<file path="src/rtl/score_pkg.sv">
// score_pkg: shared converter states and seven-segment glyphs for score_tracker_bcd
package score_pkg;
    typedef enum logic [1:0] {IDLE, SHIFT, DONE} conv_state_t;
    localparam logic [6:0] SEG_DIGIT [0:9] = '{
        7'b0111111, 7'b0000110, 7'b1011011, 7'b1001111, 7'b1100110,
        7'b1101101, 7'b1111101, 7'b0000111, 7'b1111111, 7'b1101111
    };
    localparam logic [6:0] SEG_BLANK = 7'b0000000;
    localparam logic [6:0] SEG_DASH  = 7'b1000000;
endpackage

</file>
<file path="src/rtl/bin2bcd_seq.sv">
// bin2bcd_seq: sequential double-dabble converter, one bit per cycle
module bin2bcd_seq
    import score_pkg::*;
#(
    parameter int SCORE_W = 7,
    parameter int DIGITS  = 2
) (
    input  logic                  clk,
    input  logic                  rst,
    input  logic                  start,
    input  logic [SCORE_W-1:0]    bin,
    output logic                  busy,
    output logic                  done,
    output logic [4*DIGITS-1:0]   bcd
);
    localparam int CW = $clog2(SCORE_W) + 1;
    conv_state_t state, state_nx;
    logic [CW-1:0] cnt;
    logic [SCORE_W-1:0] sh;
    logic [4*DIGITS-1:0] acc, adj;
    logic last_it;
    assign last_it = cnt == CW'(SCORE_W - 1);
    assign busy = state != IDLE;
    assign done = state == DONE;
    always_comb begin
        state_nx = state == IDLE  ? (start ? SHIFT : IDLE) :
                   state == SHIFT ? (last_it ? DONE : SHIFT) : IDLE;
    end
    always_comb begin
        adj = acc;
        for (int i = 0; i < DIGITS; i++)
            adj[4*i +: 4] = acc[4*i +: 4] >= 4'd5 ? acc[4*i +: 4] + 4'd3 : acc[4*i +: 4];
    end
    always_ff @(posedge clk) begin
        if (rst) state <= IDLE;
        else     state <= state_nx;
    end
    always_ff @(posedge clk) begin
        if (rst) begin
            cnt <= '0;
            sh  <= '0;
            acc <= '0;
            bcd <= '0;
        end else if (state == IDLE && start) begin
            cnt <= '0;
            sh  <= bin;
            acc <= '0;
        end else if (state == SHIFT) begin
            cnt       <= cnt + 1'b1;
            {acc, sh} <= {adj[4*DIGITS-2:0], sh, 1'b0};
        end else if (state == DONE) begin
            bcd <= acc;
        end
    end
endmodule

</file>
<file path="src/rtl/score_tracker_bcd.sv">
// score_tracker_bcd: collision-driven score/high score with BCD seven-segment display
module score_tracker_bcd
    import score_pkg::*;
#(
    parameter int DIGITS       = 2,
    parameter int SCORE_W      = 7,
    parameter int MAX_SCORE    = 99,
    parameter int PTS_PER_GOOD = 1
) (
    input  logic                  clk,
    input  logic                  rst,
    input  logic                  goodColl,
    input  logic                  badColl,
    input  logic                  dispSel,
    input  logic                  clrHigh,
    output logic [SCORE_W-1:0]    currentScore,
    output logic [SCORE_W-1:0]    highScore,
    output logic [4*DIGITS-1:0]   bcd,
    output logic                  bcdValid,
    output logic [7*DIGITS-1:0]   ss,
    output logic                  maxReached
);
    logic good_q, bad_q, good_ev, bad_ev, busy, done, start;
    logic [SCORE_W:0] sum;
    logic [SCORE_W-1:0] cur_nx, high_nx, sel, snap, last_conv;
    assign good_ev = goodColl & ~good_q;
    assign bad_ev  = badColl & ~bad_q;
    // sum is one bit wider so the saturation compare never sees a wrapped value
    assign sum     = {1'b0, currentScore} + (SCORE_W+1)'(PTS_PER_GOOD);
    assign cur_nx  = bad_ev  ? '0 :
                     good_ev ? (sum > (SCORE_W+1)'(MAX_SCORE) ? SCORE_W'(MAX_SCORE) : sum[SCORE_W-1:0]) :
                     currentScore;
    assign high_nx = clrHigh ? (good_ev ? cur_nx : '0) :
                     cur_nx > highScore ? cur_nx : highScore;
    assign maxReached = currentScore == SCORE_W'(MAX_SCORE);
    assign sel        = dispSel ? highScore : currentScore;
    assign start      = sel != last_conv;
    assign bcdValid   = !busy && !start;
    always_ff @(posedge clk) begin
        if (rst) begin
            good_q       <= 1'b0;
            bad_q        <= 1'b0;
            currentScore <= '0;
            highScore    <= '0;
            snap         <= '0;
            last_conv    <= '0;
        end else begin
            good_q       <= goodColl;
            bad_q        <= badColl;
            currentScore <= cur_nx;
            highScore    <= high_nx;
            if (!busy && start) snap <= sel;
            if (done) last_conv <= snap;
        end
    end
    bin2bcd_seq #(.SCORE_W(SCORE_W), .DIGITS(DIGITS)) u_conv (
        .clk   (clk),
        .rst   (rst),
        .start (start),
        .bin   (sel),
        .busy  (busy),
        .done  (done),
        .bcd   (bcd)
    );
    // a digit blanks only when it and everything above it is zero; digit 0 always shows
    always_comb begin
        ss = '0;
        for (int i = 0; i < DIGITS; i++)
            ss[7*i +: 7] = (i > 0 && (bcd >> (4*i)) == '0) ? SEG_BLANK :
                           bcd[4*i +: 4] > 4'd9 ? SEG_DASH : SEG_DIGIT[bcd[4*i +: 4]];
    end
endmodule

</file>
<file path="config.mk">
export PLATFORM = sky130hd
export DESIGN_NAME = score_tracker_bcd
export DESIGN_NICKNAME = d
export VERILOG_FILES = /design/src/rtl/score_pkg.sv /design/src/rtl/bin2bcd_seq.sv /design/src/rtl/score_tracker_bcd.sv
export SDC_FILE = /design/constraint.sdc
export NUM_CORES = 1
export LEC_CHECK = 0
export ABC_CLOCK_PERIOD_IN_PS = 3500
export BUFFER_PORTS_ARGS = -buffer_cell sky130_fd_sc_hd__clkbuf_2
export CAP_MARGIN = 20
export CORE_ASPECT_RATIO = 0.8
export CORE_MARGIN = 4
export CORE_UTILIZATION = 52
export DETAILED_ROUTE_END_ITERATION = 10
export GPL_ROUTABILITY_DRIVEN = 0
export GPL_TIMING_DRIVEN = 0
export PLACE_DENSITY = 0.75
export SLEW_MARGIN = 20
export SYNTH_ARGS = -nofsm -noshare
export SYNTH_HDL_FRONTEND = slang
export SYNTH_HIERARCHICAL = 1
export SYNTH_SLANG_ARGS = --single-unit
</file>
<file path="constraint.sdc">
create_clock -name clk -period 3.5 [get_ports clk]
set_clock_uncertainty 0.05 [all_clocks]
set_input_delay 0.7 -clock clk [delete_from_list [all_inputs] [get_ports clk]]
set_output_delay 0.7 -clock clk [all_outputs]
set_load 0.02 [all_outputs]
</file>
==> summary.md, run 1 <==
The final reports fail on negative setup slack. The wire length after detailed routing was 8400 um; the number of inserted filler cells in the final layout was 513. Compared with the post-synthesis result, the final layout area differs by 25.0%. Static timing analysis puts the maximum clock frequency at 276 MHz.

The count of cells along the worst hold path is 2. The worst reg2reg path startpoint was currentScore[0]. The worst hold path belongs to the class reg -> reg. Using the TritonRoute via totals, the vias-per-cell ratio works out to 5.53. Detailed routing inserted a total of 3135 vias. The tools report the data required time of the worst path as 3720 ps. The tool flagged a number of max-cap violations equal to 0. Yosys mapped a number of flops with a built-in enable equal to 0. The tools report the count of clock tree sinks as 59. TritonCTS built the clock tree.

For the all-layer global routing usage, the log shows 20.4%. The final-stage net count came out at 508. The count of TritonRoute iterations in the first routing pass was 4; the number of placement rows was 26. The worst relative slew slack was 56.2%. After floorplanning, the core was sized to cover 0.00638 mm^2. The tools report the CTS root buffer as sky130_fd_sc_hd__clkbuf_8. For the wire length of the first global-routing pass, the log shows 13200 um. Smallest setup slack after layout: -123 ps. The worst setup path is of the reg -> reg kind. After clock tree synthesis, the flow added hold-fix buffers numbering 0.

The worst path uses 104% of the clock period. The cell family contributing the most delay on the critical path is compound AO/OA/AOI/OAI gates. During I/O placement, the number of pins put on the boundary was 44.

For the sequential area share after synthesis, the log shows 34.5%. In this run the register-to-register setup slack is -120 ps. The floorplan step set the die width to 98.7 um.

The final antenna-violating net count is 0. For this run the aggregate overflow at the end of global routing stands at 0. For the level count of the clock H-tree, the log shows 3. For the largest net degree at the start of global routing, the log shows 11. The flip-flop cell with the highest count after synthesis was sky130_fd_sc_hd__dfxtp_1. The worst path needs 3620 ps of the cycle, external delays included.

The number of clock buffers added by TritonCTS is 9. The cell count after synthesis came out at 409. The run finished, with violations left.

The data arrival at the endpoint of the critical path is 3840 ps. Input and output buffers added on the ports amount to 42. After synthesis the cells add up to 0.00342 mm^2. The area of the die was 0.00795 mm^2. Traced cell by cell, the critical path runs through ha_4, buf_6, o31ai_2, a21o_1, a31oi_4, nor3_4, nand2_2, o21ai_4, nor2_1, ha_1, nand2b_4, a21oi_2, nor2_2, o31ai_2, a21o_4, or4b_4, o2bb2ai_4.

The delay of the slowest critical-path stage is 520 ps, and the count of buffer and inverter cells on the critical path is 1. Summing all placed instances gives a cell area of 0.00374 mm^2. The highest-delay cell along the critical path was sky130_fd_sc_hd__or4b_4. After clock tree synthesis, the clock-pin slew on the worst setup and hold paths is 70 ps.

The endpoint identified for the worst register-to-register timing path is highScore[1]. Counting along the longest clock path gives a buffer depth of 2. The number of nets in the synthesized netlist is 439. The cell type with the highest occurrence count on the critical path is sky130_fd_sc_hd__o31ai_2. The leakage power total was 1.71 nW; the power density over cell area was 361 mW/mm^2.

At the pin with the least slew margin, the transition time is 650 ps. The post-route netlist has 28.0% of its cells at a drive strength greater than 1. The tools report the total half-perimeter wirelength after legalization and detailed placement as 5500 um. For this configuration, the core starts out at a cell density of 53.6%. The design area came out at 0.00427 mm^2.

The mean area per synthesized cell was 8.36 um^2; the number of remaining DRC errors was 0. The via count of the first global-routing pass is 2875. Synthesis instantiated 58 different standard cells from the library.

The total power after layout was 1.54 mW. Measured along the y axis, the die boundary spans 80.5 um. In this run the most critical hold path is launched from u_conv/sh[6]. Nature of the critical path endpoint: a flip-flop. Setup repair after global routing could not meet its margin everywhere. The final number of max-transition violations was 0.

For the setup violation total in the final timing report, the log shows 4. The share of synthesized flip-flops with an asynchronous set or reset came out at 0%. Clock latency on the worst-skew pair, taken at its later pin, is 340 ps. IR analysis of the VDD net gives a maximum drop of 0.211 mV.

The tools report the startpoint type of the worst setup path as a flip-flop. Routed wire length per instance: 14.8 um. The logs give 0 for the number of antenna violations at the first check in global routing and 0 for the final hold violation count.

The depth of the worst register-to-register path is 17. In this run, synthesis produced a sequential element count of 59. The highest fanout seen on the critical path works out to 7. For hold timing, the worst endpoint is u_conv/sh[6]. In this run, the number of DRC markers left after iteration 0 of detailed routing was 169. The repair_antennas step left the layout with diodes totalling 0. The yosys synthesis warning count was 6.
## Yosys cell counts, drive strengths merged (2+ instances only)
library cell  count  share of area [%]
dfxtp            59                 35
nor2             48                5.3
nand2            43                4.7
a21oi            32                4.7
ha               24                8.8
inv              21                2.3
mux2i            19                5.6
o21ai            15                2.2
buf              14                2.5
nand2b           14                2.6
nor3             10                1.5
clkbuf            9                1.0
xor2              8                2.0
a22oi             7                1.5
nand3             7                1.0
nor2b             7                1.4
mux2              6                2.0
o2bb2ai           6                2.1
xnor2             6                1.8
o31ai             5                1.1
a211oi            4               0.88
a21o              3               0.91
a22o              3               0.77
a31oi             3               0.55
nand3b            3               0.66
nand4             3               0.55
nor4              3               0.55
o211ai            3               0.66
or2               3               0.55
a32o              2               0.59
nor3b             2               0.59
o21a              2               0.44
o22ai             2               0.37
or3               2               0.37
## tightest hold or removal path: cells and delay by family, from the launching register on
family          cells  cell delay (ps)
simple gates        1               50
flops               1              310
compound gates      1               50
## layout make-up
cell class / instances / area, um^2 / share of cell area [%]
plain buffers: 23 / 134 / 3.13
clock buffers: 12 / 155 / 3.63
clock inverters: 4 / 48.8 / 1.14
inverters: 21 / 78.8 / 1.84
multi-input cells: 306 / 2230 / 52.1
flip-flops and latches: 59 / 1190 / 27.8
well taps: 84 / 105 / 2.46
repair buffers: 58 / 334 / 7.82
## stage by stage
stage	setup TNS [ps]	hold slack (ps)	utilization [%]	setup slack, ps	std cells
6_report	-467	411	67.0	-123	567
5_1_grt	-1050	437	67.0	-229	567
4_1_cts	0	412	62.9	0.887	552
3_5_place_dp	-804	396	58.7	-207	535
3_3_place_gp	-793	395	58.7	-200	535
2_1_floorplan	0	382	-	16.5	409
## per-layer routing
metal | share of wire, % | wire length [um] | vias up | GRT usage, %
met5 | 0 | 0 | - | 0
met4 | 2.0 | 167 | 0 | 8.46
met3 | 5.5 | 461 | 15 | 4.17
met2 | 45 | 3820 | 90 | 31.4
met1 | 47 | 3950 | 1467 | 27.9
li1 | - | - | 1563 | -
## flip-flops by register name, indices dropped and copies added, names as in the netlist
| register | cells |
|---|---|
| u_conv/acc | 8 |
| u_conv/bcd | 8 |
| currentScore | 7 |
| highScore | 7 |
| last_conv | 7 |
| snap | 7 |
| u_conv/sh | 7 |
| u_conv/cnt | 4 |
| u_conv/state | 2 |
| bad_q | 1 |
| good_q | 1 |
## worst max-delay path by stage
stage	startpoint	to	slack (ps)	cells after the start
4_1_cts	currentScore[0]	highScore[2]	0.9	16
3_5_place_dp	currentScore[0]	highScore[1]	-210	16
5_1_grt	currentScore[0]	highScore[2]	-230	17
6_report	currentScore[0]	highScore[1]	-120	17
2_1_floorplan	currentScore[2]	highScore[3]	20	16
3_3_place_gp	currentScore[0]	highScore[2]	-200	16
## timing repair
action	CTS	global route
buffers inserted	1	15
endpoints found under the setup margin	4	6
gates resized for setup	15	34
pin swaps	2	13
## power by group
part	switching (mW)	leakage (nW)	internal (mW)
registers	0.0137	0.478	0.683
logic	0.125	1.12	0.0829
clock network	0.270	0.106	0.367
total	0.409	1.71	1.13
## cell families (layout without fill, tap and decap cells)
kind of cell	count (synthesis)	count (layout)	synth area share [%]
flip-flops	59	59	34.5
buffers and inverters	44	118	5.85
XOR/XNOR	14	14	3.81
multiplexers	25	25	7.54
AND/OR/NAND/NOR	149	149	20.7
adder cells (fa/ha/maj)	24	24	8.78
AO/OA/AOI/OAI	94	94	18.7
## cell usage in the layout (no fill, tap or decap), types with 7 or more instances in the layout
cell type,n
sky130_fd_sc_hd__buf_2,7
sky130_fd_sc_hd__o21ai_0,8
sky130_fd_sc_hd__a21oi_1,30
sky130_fd_sc_hd__ha_1,22
sky130_fd_sc_hd__clkbuf_2,43
sky130_fd_sc_hd__nand2_1,41
sky130_fd_sc_hd__xor2_1,7
sky130_fd_sc_hd__buf_4,17
sky130_fd_sc_hd__nor3_1,9
sky130_fd_sc_hd__clkbuf_8,11
sky130_fd_sc_hd__nor2_1,47
sky130_fd_sc_hd__mux2i_1,19
sky130_fd_sc_hd__dfxtp_1,56
sky130_fd_sc_hd__clkbuf_1,9
sky130_fd_sc_hd__inv_1,20
sky130_fd_sc_hd__nand2b_1,13
Power figures use the tool's default switching activity.
==> inputs of run 2 (changes only) <==
--- a/config.mk
+++ b/config.mk
@@ -14,7 +14,8 @@
 export DETAILED_ROUTE_END_ITERATION = 10
 export GPL_ROUTABILITY_DRIVEN = 0
 export GPL_TIMING_DRIVEN = 0
-export PLACE_DENSITY = 0.75
+export PLACE_DENSITY = 0.76
+export REMOVE_ABC_BUFFERS = 1
 export SLEW_MARGIN = 20
 export SYNTH_ARGS = -nofsm -noshare
 export SYNTH_HDL_FRONTEND = slang
==> constraint.sdc (replaced) <==
create_clock -name clk -period 3.5 [get_ports clk]
set_clock_uncertainty 0.05 [all_clocks]
set_input_delay 0.7 -clock clk [delete_from_list [all_inputs] [get_ports clk]]
set_output_delay 0.7 -clock clk [all_outputs]
set_load 0.01 [all_outputs]
==> run 2 against run 1 <==
  * The flow still finishes with violations (negative setup slack)
  * Utilization down 3.9 points
  * Via count decreased by 3.9%
  * Power fell by 8.8%
  * Combinational power down 14%
  * Final cell count decreased by 5.8%
  * Wire length shrank 4.2%
  * Global-route usage shrank 0.53 points
  * Non-clock buffer count decreased by 31
  * Fmax up 3.4%
  * Cell area is 5.9% lower
==> summary.md, run 2 (synthesized netlist as in run 1, its figures left out) <==
The class of the worst hold path was reg -> reg (unchanged). The run gives 0.00638 mm^2 (unchanged) as the core box area. The design area is 0.00402 mm^2 (was 0.00427 mm^2). The data arrival at the endpoint of the critical path is 3720 ps (was 3840 ps). Total vias in the final route: 3013 (was 3135).

The power density over cell area came out at 349 mW/mm^2 (was 361 mW/mm^2). The CTS root buffer is sky130_fd_sc_hd__clkbuf_8 (unchanged). Reg-to-reg critical path endpoint: highScore[2] (was highScore[1]).

The area added between synthesis and finish was 17.7% (was 25.0%). The number of max-capacitance violations reported was 0 (unchanged); the actual transition at the worst max-transition pin was 934 ps (was 650 ps). The run gives 0.287 mV (was 0.211 mV) as the largest vdd supply drop.

The number of placed instances, taps included came out at 513 (was 535). Count of clock tree sinks: 59 (unchanged). The tools report the number of antenna violations at the first check in global routing as 0 (unchanged).

The startpoint type of the worst setup path is a flip-flop (unchanged). The tools report the nature of the critical path endpoint as a flip-flop (unchanged). Violations in the final reports: negative setup slack (unchanged). Critical Path, Cell by Cell: ha_4, or3_4, a31oi_4, nor3_4, nand2_2, o21ai_4, or2_4, ha_2, nand2b_1, a21oi_2, nor2_2, o31ai_2, a21o_4, or4b_4, o2bb2ai_2 (was ha_4, buf_6, o31ai_2, a21o_1, a31oi_4, nor3_4, nand2_2, o21ai_4, nor2_1, ha_1, nand2b_4, a21oi_2, nor2_2, o31ai_2, a21o_4, or4b_4, o2bb2ai_4).

The final number of max-transition violations is 0 (unchanged), and the data required time of the worst path is 3720 ps (about the same). The via count of the first global-routing pass is 2737 (was 2875). The clock-pin slew on the worst setup and hold paths came out at 70 ps (about the same). The run gives 0 (unchanged) as the leftover overflow at the end of global routing. The tools report the portion of total power attributed to the clock network as 37.7% (was 41.3%). The total of buffers placed on input and output ports is 43 (was 42), and the depth of the worst register-to-register path is 15 (was 17). Wire length of the first global-routing pass: 12700 um (was 13200 um). The instance area after placement is 0.00362 mm^2 (was 0.00374 mm^2). The logs give 26 (unchanged) for the number of placement rows and 1.57 nW (was 1.71 nW) for the leakage power total. The delay of the slowest critical-path stage is 510 ps (was 520 ps).

Smallest setup slack after layout: -5.14 ps (was -123 ps). The logs give 8050 um (was 8400 um) for the wire length after detailed routing and 0.00795 mm^2 (unchanged) for the area of the die. The tools report the total half-perimeter wirelength after legalization and detailed placement as 5310 um (was 5500 um).

The number of buffers added by the clock tree synthesis step is 9 (unchanged), and the count of TritonRoute iterations in the first routing pass is 4 (unchanged). The maximum achievable frequency is 285 MHz (was 276 MHz). The tools report the utilization after layout as 63.1% (was 67.0%). Worst reg2reg path startpoint: currentScore[0] (unchanged).

The minimum period implied by the final worst setup slack came out at 3510 ps (was 3620 ps). The fraction of layout instances using a drive strength above 1 is 25.1% (was 28.0%). Last element of the critical path: highScore[2] (was highScore[1]). The tools report the level count of the clock H-tree as 3 (unchanged). The run finished, with violations left. Final hold violation count: 0 (unchanged). The average via count per standard cell works out to 5.64 (was 5.53). Net load switching power: 0.376 mW (was 0.409 mW).

The count of routing violations after the opening detailed-route iteration came out at 184 (was 169). Most common cell after layout, fill and taps aside: sky130_fd_sc_hd__dfxtp_1 (unchanged). The run gives 44 (unchanged) as the top-level port count. Largest registers: u_conv/acc: 8 flops, u_conv/bcd: 8 flops (unchanged). The run gives 12.8% (was 13.5%) as the fraction of power consumed by combinational cells.

The run gives 37.7% (was 56.2%) as the worst relative slew slack. The highest fanout seen on the critical path is 6 (was 7), and the post-route non-filler standard cell count is 534 (was 567). The register-to-register setup slack was -5 ps (was -120 ps).

The largest net degree at the start of global routing is 47 (was 11). The share of total power consumed by net switching is 26.7% (was 26.6%). TritonCTS built the clock tree. The final-stage net count is 477 (was 508), and the initial core utilization is 53.6% (unchanged). Worst-case setup slack after placement: -492 ps (was -207 ps). Setup repair after global routing could not meet its margin everywhere. The logs give 0 (unchanged) for the number of diodes and 405 ps (was 411 ps) for the post-route worst hold slack.

The tools report the total of hold buffers inserted after clock tree synthesis as 0 (unchanged). Horizontal die dimension: 98.7 um (unchanged). The tools report the launch point of the critical path as currentScore[0] (unchanged). Setup violation total in the final timing report: 3 (was 4).

The run gives 2 (unchanged) as the maximum clock insertion buffer count. Routed wire length per instance: 15.1 um (was 14.8 um). The die span in y works out to 80.5 um (unchanged).

The final antenna-violating net count was 0 (unchanged). The tools report the number of inserted filler cells in the final layout as 552 (was 513). The portion of the clock cycle consumed by the worst path in the final layout came out at 100% (was 104%). The number of remaining DRC errors was 0 (unchanged). Highest-count cells in the layout ignoring fill and taps: sky130_fd_sc_hd__dfxtp_1, sky130_fd_sc_hd__nor2_1, sky130_fd_sc_hd__clkbuf_2 (unchanged). Cell-internal power: 1.03 mW (was 1.13 mW). The run gives 19.9% (was 20.4%) as the all-layer global routing usage. The highest-delay cell along the critical path was sky130_fd_sc_hd__or4b_4 (unchanged). The later-pin clock latency in the skew report was 340 ps (about the same). The startpoint-to-endpoint class of the critical path was reg -> reg (unchanged). For the sequential share of power, the log shows 49.5% (was 45.2%).
run 2: cell count changes in the layout (fill, tap and decap cells not counted), moves of 2 or more:
cell                       change
sky130_fd_sc_hd__dfxtp_4       +2
sky130_fd_sc_hd__clkbuf_1      -9
sky130_fd_sc_hd__buf_2         -7
sky130_fd_sc_hd__buf_6         -5
sky130_fd_sc_hd__buf_4        -11
sky130_fd_sc_hd__dfxtp_1       -2
run 2: through the flow:
step,total power [mW],TNS [ps]
2_1_floorplan,0.815,0
3_3_place_gp,0.861,-1750
3_5_place_dp,0.866,-2280
4_1_cts,1.40,0
5_1_grt,1.47,-857
6_report,1.41,-6.86
run 2: critical path: cells and delay by family (launching register included):
kind	cells	cell delay, ps
simple gates	7	1550
compound gates	6	1060
flops	1	390
fa+ha+maj	2	370
run 2: repair_timing:
action	CTS	global route
setup buffers	1	6
endpoints found under the setup margin	6	6
endpoints found under the hold margin	0	0
gates resized for setup	16	32
pin swaps	1	16
run 2: power by group through the flow:
stage | clock, mW | combinational, mW | sequential, mW
after floorplan | 0 | 0.106 | 0.709
after global placement | 0 | 0.151 | 0.711
after detailed placement | 0 | 0.155 | 0.711
after CTS | 0.543 | 0.157 | 0.696
after global routing | 0.574 | 0.196 | 0.697
final | 0.531 | 0.179 | 0.696
run 2: metal layers:
metal,global-route usage (%),routed length (um),vias up
met5,0,0,-
met4,8.05,143,0
met3,5.30,532,13
met2,31.4,3660,84
met1,25.8,3710,1420
li1,-,-,1496
run 2: worst min-delay path by stage:
stage	startpoint	endpoint	slack (ps)	depth (start not counted)
floorplan	u_conv/acc[5]	u_conv/bcd[5]	380	2
global placement	u_conv/sh[5]	u_conv/sh[5]	390	2
detailed placement	u_conv/acc[5]	u_conv/bcd[5]	390	2
CTS	u_conv/acc[5]	u_conv/bcd[5]	400	2
global route	u_conv/sh[4]	u_conv/sh[4]	430	2
finish	u_conv/sh[3]	u_conv/sh[3]	410	2
run 2: cell type report:
| type | instances | area (um^2) | area share (%) |
|---|---|---|---|
| clock inverter | 3 | 15.0 | 0.373 |
| multi-input combinational | 306 | 2210 | 54.9 |
| inverter | 21 | 78.8 | 1.96 |
| clock buffer | 11 | 151 | 3.76 |
| tap | 84 | 105 | 2.61 |
| timing repair buffer | 50 | 265 | 6.59 |
| sequential | 59 | 1200 | 29.8 |
==> inputs of run 3 (changes only) <==
--- a/config.mk
+++ b/config.mk
@@ -10,11 +10,11 @@
 export CAP_MARGIN = 20
 export CORE_ASPECT_RATIO = 0.8
 export CORE_MARGIN = 4
-export CORE_UTILIZATION = 52
+export CORE_UTILIZATION = 30
+export CTS_CLUSTER_SIZE = 40
 export DETAILED_ROUTE_END_ITERATION = 10
 export GPL_ROUTABILITY_DRIVEN = 0
 export GPL_TIMING_DRIVEN = 0
-export PLACE_DENSITY = 0.76
 export REMOVE_ABC_BUFFERS = 1
 export SLEW_MARGIN = 20
 export SYNTH_ARGS = -nofsm -noshare
==> run 3 against run 2 <==
  * The flow now finishes without violations
  * Critical path depth shrank 1
  * Die area is 66% higher
  * Final cell count grew 12%
  * Power grew 25%
  * Via count shrank 1.3%
  * Cell area grew 5.7%
  * Register-to-register slack better by 90 ps
  * Clock power up 66%
  * Global-route usage shrank 7.5 points
  * Largest power group is now clock
==> summary.md, run 3 (synthesized netlist as in run 1, its figures left out) <==
The flow ran to the end, and the final reports show no timing, DRC or antenna violations. The run gives 0 (unchanged) as the final number of max-transition violations. The worst relative slew slack is 35.2% (was 37.7%), and the count of TritonRoute iterations in the first routing pass is 5 (was 4).

Highest-count cells in the layout ignoring fill and taps: sky130_fd_sc_hd__dfxtp_1, sky130_fd_sc_hd__nor2_1, sky130_fd_sc_hd__clkbuf_2 (unchanged). The total power after layout is 1.76 mW (was 1.41 mW), and the wire length of the first global-routing pass is 13100 um (was 12700 um). The logs give 0.184 mV (was 0.287 mV) for the largest vdd supply drop and 0.00369 mm^2 (was 0.00362 mm^2) for the instance area after placement. The core box area is 0.0110 mm^2 (was 0.00638 mm^2).

Highest-delay cell along the critical path: sky130_fd_sc_hd__or4b_4 (unchanged). The startpoint-to-endpoint class of the critical path is reg -> reg (unchanged). The total vias in the final route is 2975 (was 3013).

The horizontal die dimension was 127 um (was 98.7 um); the number of inserted filler cells in the final layout was 1062 (was 552). TritonCTS built the clock tree. Largest registers: u_conv/acc: 8 flops, u_conv/bcd: 8 flops (unchanged). The run gives 0 (unchanged) as the total of hold buffers inserted after clock tree synthesis. The die span in y was 103 um (was 80.5 um). The depth of the worst register-to-register path was 14 (was 15); the average via count per standard cell was 4.97 (was 5.64). All-layer global routing usage: 12.4% (was 19.9%). The fraction of power consumed by combinational cells was 10.2% (was 12.8%). The logs give 0 (unchanged) for the number of diodes and 5600 um (was 5310 um) for the total half-perimeter wirelength after legalization and detailed placement. The clock-pin slew on the worst setup and hold paths was 50 ps (was 70 ps). For the later-pin clock latency in the skew report, the log shows 320 ps (was 340 ps). Cell-internal power: 1.32 mW (was 1.03 mW). Sequential share of power: 39.6% (was 49.5%). The final hold violation count was 0 (unchanged). Net load switching power: 0.438 mW (was 0.376 mW). Worst hold path endpoint: u_conv/sh[6] (was u_conv/sh[3]). Data required time of the worst path: 3710 ps (was 3720 ps). The most common cell after layout, fill and taps aside was sky130_fd_sc_hd__dfxtp_1 (unchanged). The leakage power total is 1.63 nW (was 1.57 nW). The top-level port count was 44 (unchanged); the maximum clock insertion buffer count was 2 (unchanged).

The area added between synthesis and finish is 24.4% (was 17.7%). The setup violation total in the final timing report was 0 (was 3); the number of antenna violations at the first check in global routing was 0 (unchanged). The highest fanout seen on the critical path is 6 (unchanged). Class of the worst hold path: reg -> reg (unchanged). The tools report the worst reg2reg path startpoint as currentScore[0] (unchanged). Routed wire length per instance: 13.8 um (was 15.1 um). The startpoint type of the worst setup path was a flip-flop (unchanged). The tools report the largest net degree at the start of global routing as 47 (unchanged). The count of cells along the worst hold path came out at 2 (unchanged). The share of total power consumed by net switching was 24.9% (was 26.7%). Nature of the critical path endpoint: a flip-flop (unchanged).

The beginning of the worst hold path is u_conv/sh[6] (was u_conv/sh[3]). For the number of remaining DRC errors, the log shows 0 (unchanged). Number of max-capacitance violations reported: 0 (unchanged).

The initial core utilization is 31.0% (was 53.6%), and the portion of the clock cycle consumed by the worst path in the final layout is 97.5% (was 100%). The level count of the clock H-tree came out at 3 (unchanged). The power density over cell area works out to 413 mW/mm^2 (was 349 mW/mm^2).

The tools report the data arrival at the endpoint of the critical path as 3620 ps (was 3720 ps). For the wire length after detailed routing, the log shows 8260 um (was 8050 um). The tools report the CTS root buffer as sky130_fd_sc_hd__clkbuf_16 (was sky130_fd_sc_hd__clkbuf_8). The fraction of layout instances using a drive strength above 1 works out to 25.6% (was 25.1%). The area of the die is 0.0132 mm^2 (was 0.00795 mm^2). The actual transition at the worst max-transition pin works out to 973 ps (was 934 ps).

The run gives 479 (was 477) as the final-stage net count. Critical Path, Cell by Cell: ha_4, or3_4, a31oi_4, nor3_4, a22oi_2, nor2_1, ha_1, o21ai_2, a21oi_2, nor2_2, o31ai_2, a21o_4, or4b_4, o2bb2ai_2 (was ha_4, or3_4, a31oi_4, nor3_4, nand2_2, o21ai_4, or2_4, ha_2, nand2b_1, a21oi_2, nor2_2, o31ai_2, a21o_4, or4b_4, o2bb2ai_2). Portion of total power attributed to the clock network: 50.2% (was 37.7%). The via count of the first global-routing pass was 2662 (was 2737); the utilization after layout was 38.6% (was 63.1%). The design area came out at 0.00425 mm^2 (was 0.00402 mm^2). For the count of routing violations after the opening detailed-route iteration, the log shows 155 (was 184). The tools report the reg-to-reg critical path endpoint as highScore[1] (was highScore[2]). Setup repair after global routing could not meet its margin everywhere. The leftover overflow at the end of global routing was 0 (unchanged). The total of buffers placed on input and output ports is 43 (unchanged).

The minimum period implied by the final worst setup slack came out at 3410 ps (was 3510 ps). For the number of placement rows, the log shows 34 (was 26). The count of clock tree sinks came out at 59 (unchanged).

The maximum achievable frequency was 293 MHz (was 285 MHz); the number of buffers added by the clock tree synthesis step was 9 (unchanged). The logs give 90 ps (was -5 ps) for the register-to-register setup slack and 0 (unchanged) for the final antenna-violating net count. The delay of the slowest critical-path stage came out at 500 ps (was 510 ps).
-- run 3: changes by cell type in the layout (fill, tap and decap cells not counted), sizes merged --
cell      change
clkinvlp      +2
bufinv        +1
inv           +1
clkbuf        -1
buf           +2
clkinv        -1
-- run 3: critical path: cells and delay by family, from the launching register on --
kind	cells	cell delay [ps]
fa+ha+maj	2	560
simple gates	5	1100
compound gates	7	1230
flops	1	370
-- run 3: metal layers --
layer | vias to the layer above | global-route usage (%) | share of wire (%)
met5 | - | 0 | 0
met2 | 77 | 17.8 | 44
li1 | 1514 | - | -
met3 | 6 | 3.95 | 5.9
met4 | 0 | 4.12 | 1.0
met1 | 1378 | 17.5 | 49
-- run 3: power by group through the flow --
stage                     Combinational [mW]  Clock (mW)  Sequential (mW)
after floorplan                        0.106           0            0.709
after global placement                 0.154           0            0.710
after detailed placement               0.156           0            0.711
after CTS                              0.158       0.900            0.698
after global routing                   0.200       0.933            0.696
final                                  0.180       0.881            0.695
-- run 3: final cells by class --
class	count	area (um^2)	area share, %
Timing Repair Buffer	52	280	6.59
Tap cell	144	180	4.24
Sequential cell	59	1200	28.2
Clock inverter	6	63.8	1.50
Inverter	21	78.8	1.85
Multi-Input combinational cell	306	2210	52.0
Clock buffer	10	239	5.62
-- run 3: how the worst max path moves through the flow --
stage / to / slack [ps] / start / cells past startpoint
finish: highScore[1] / 90 / currentScore[0] / 14
global route: highScore[3] / -70 / currentScore[1] / 15
CTS: highScore[1] / 30 / currentScore[0] / 14
detailed placement: highScore[3] / -350 / currentScore[1] / 15
global placement: highScore[2] / -380 / currentScore[0] / 15
floorplan: highScore[1] / 10 / currentScore[0] / 15
-- run 3: timing repair --
action | 4_1_cts | 5_1_grt
resized for setup | 14 | 35
buffers inserted | 0 | 9
endpoints found under the setup margin | 6 | 6
pin swaps | 2 | 17
-- run 3: through the flow --
step / std cells / TNS [ps] / setup WS, ps / hold slack (ps)
finish: 598 / 0 / 87.3 / 405
global route: 598 / -237 / -69.6 / 421
CTS: 589 / 0 / 28.4 / 407
detailed placement: 573 / -1520 / -349 / 400
global placement: 573 / -1750 / -385 / 393
floorplan: 386 / 0 / 14.9 / 376
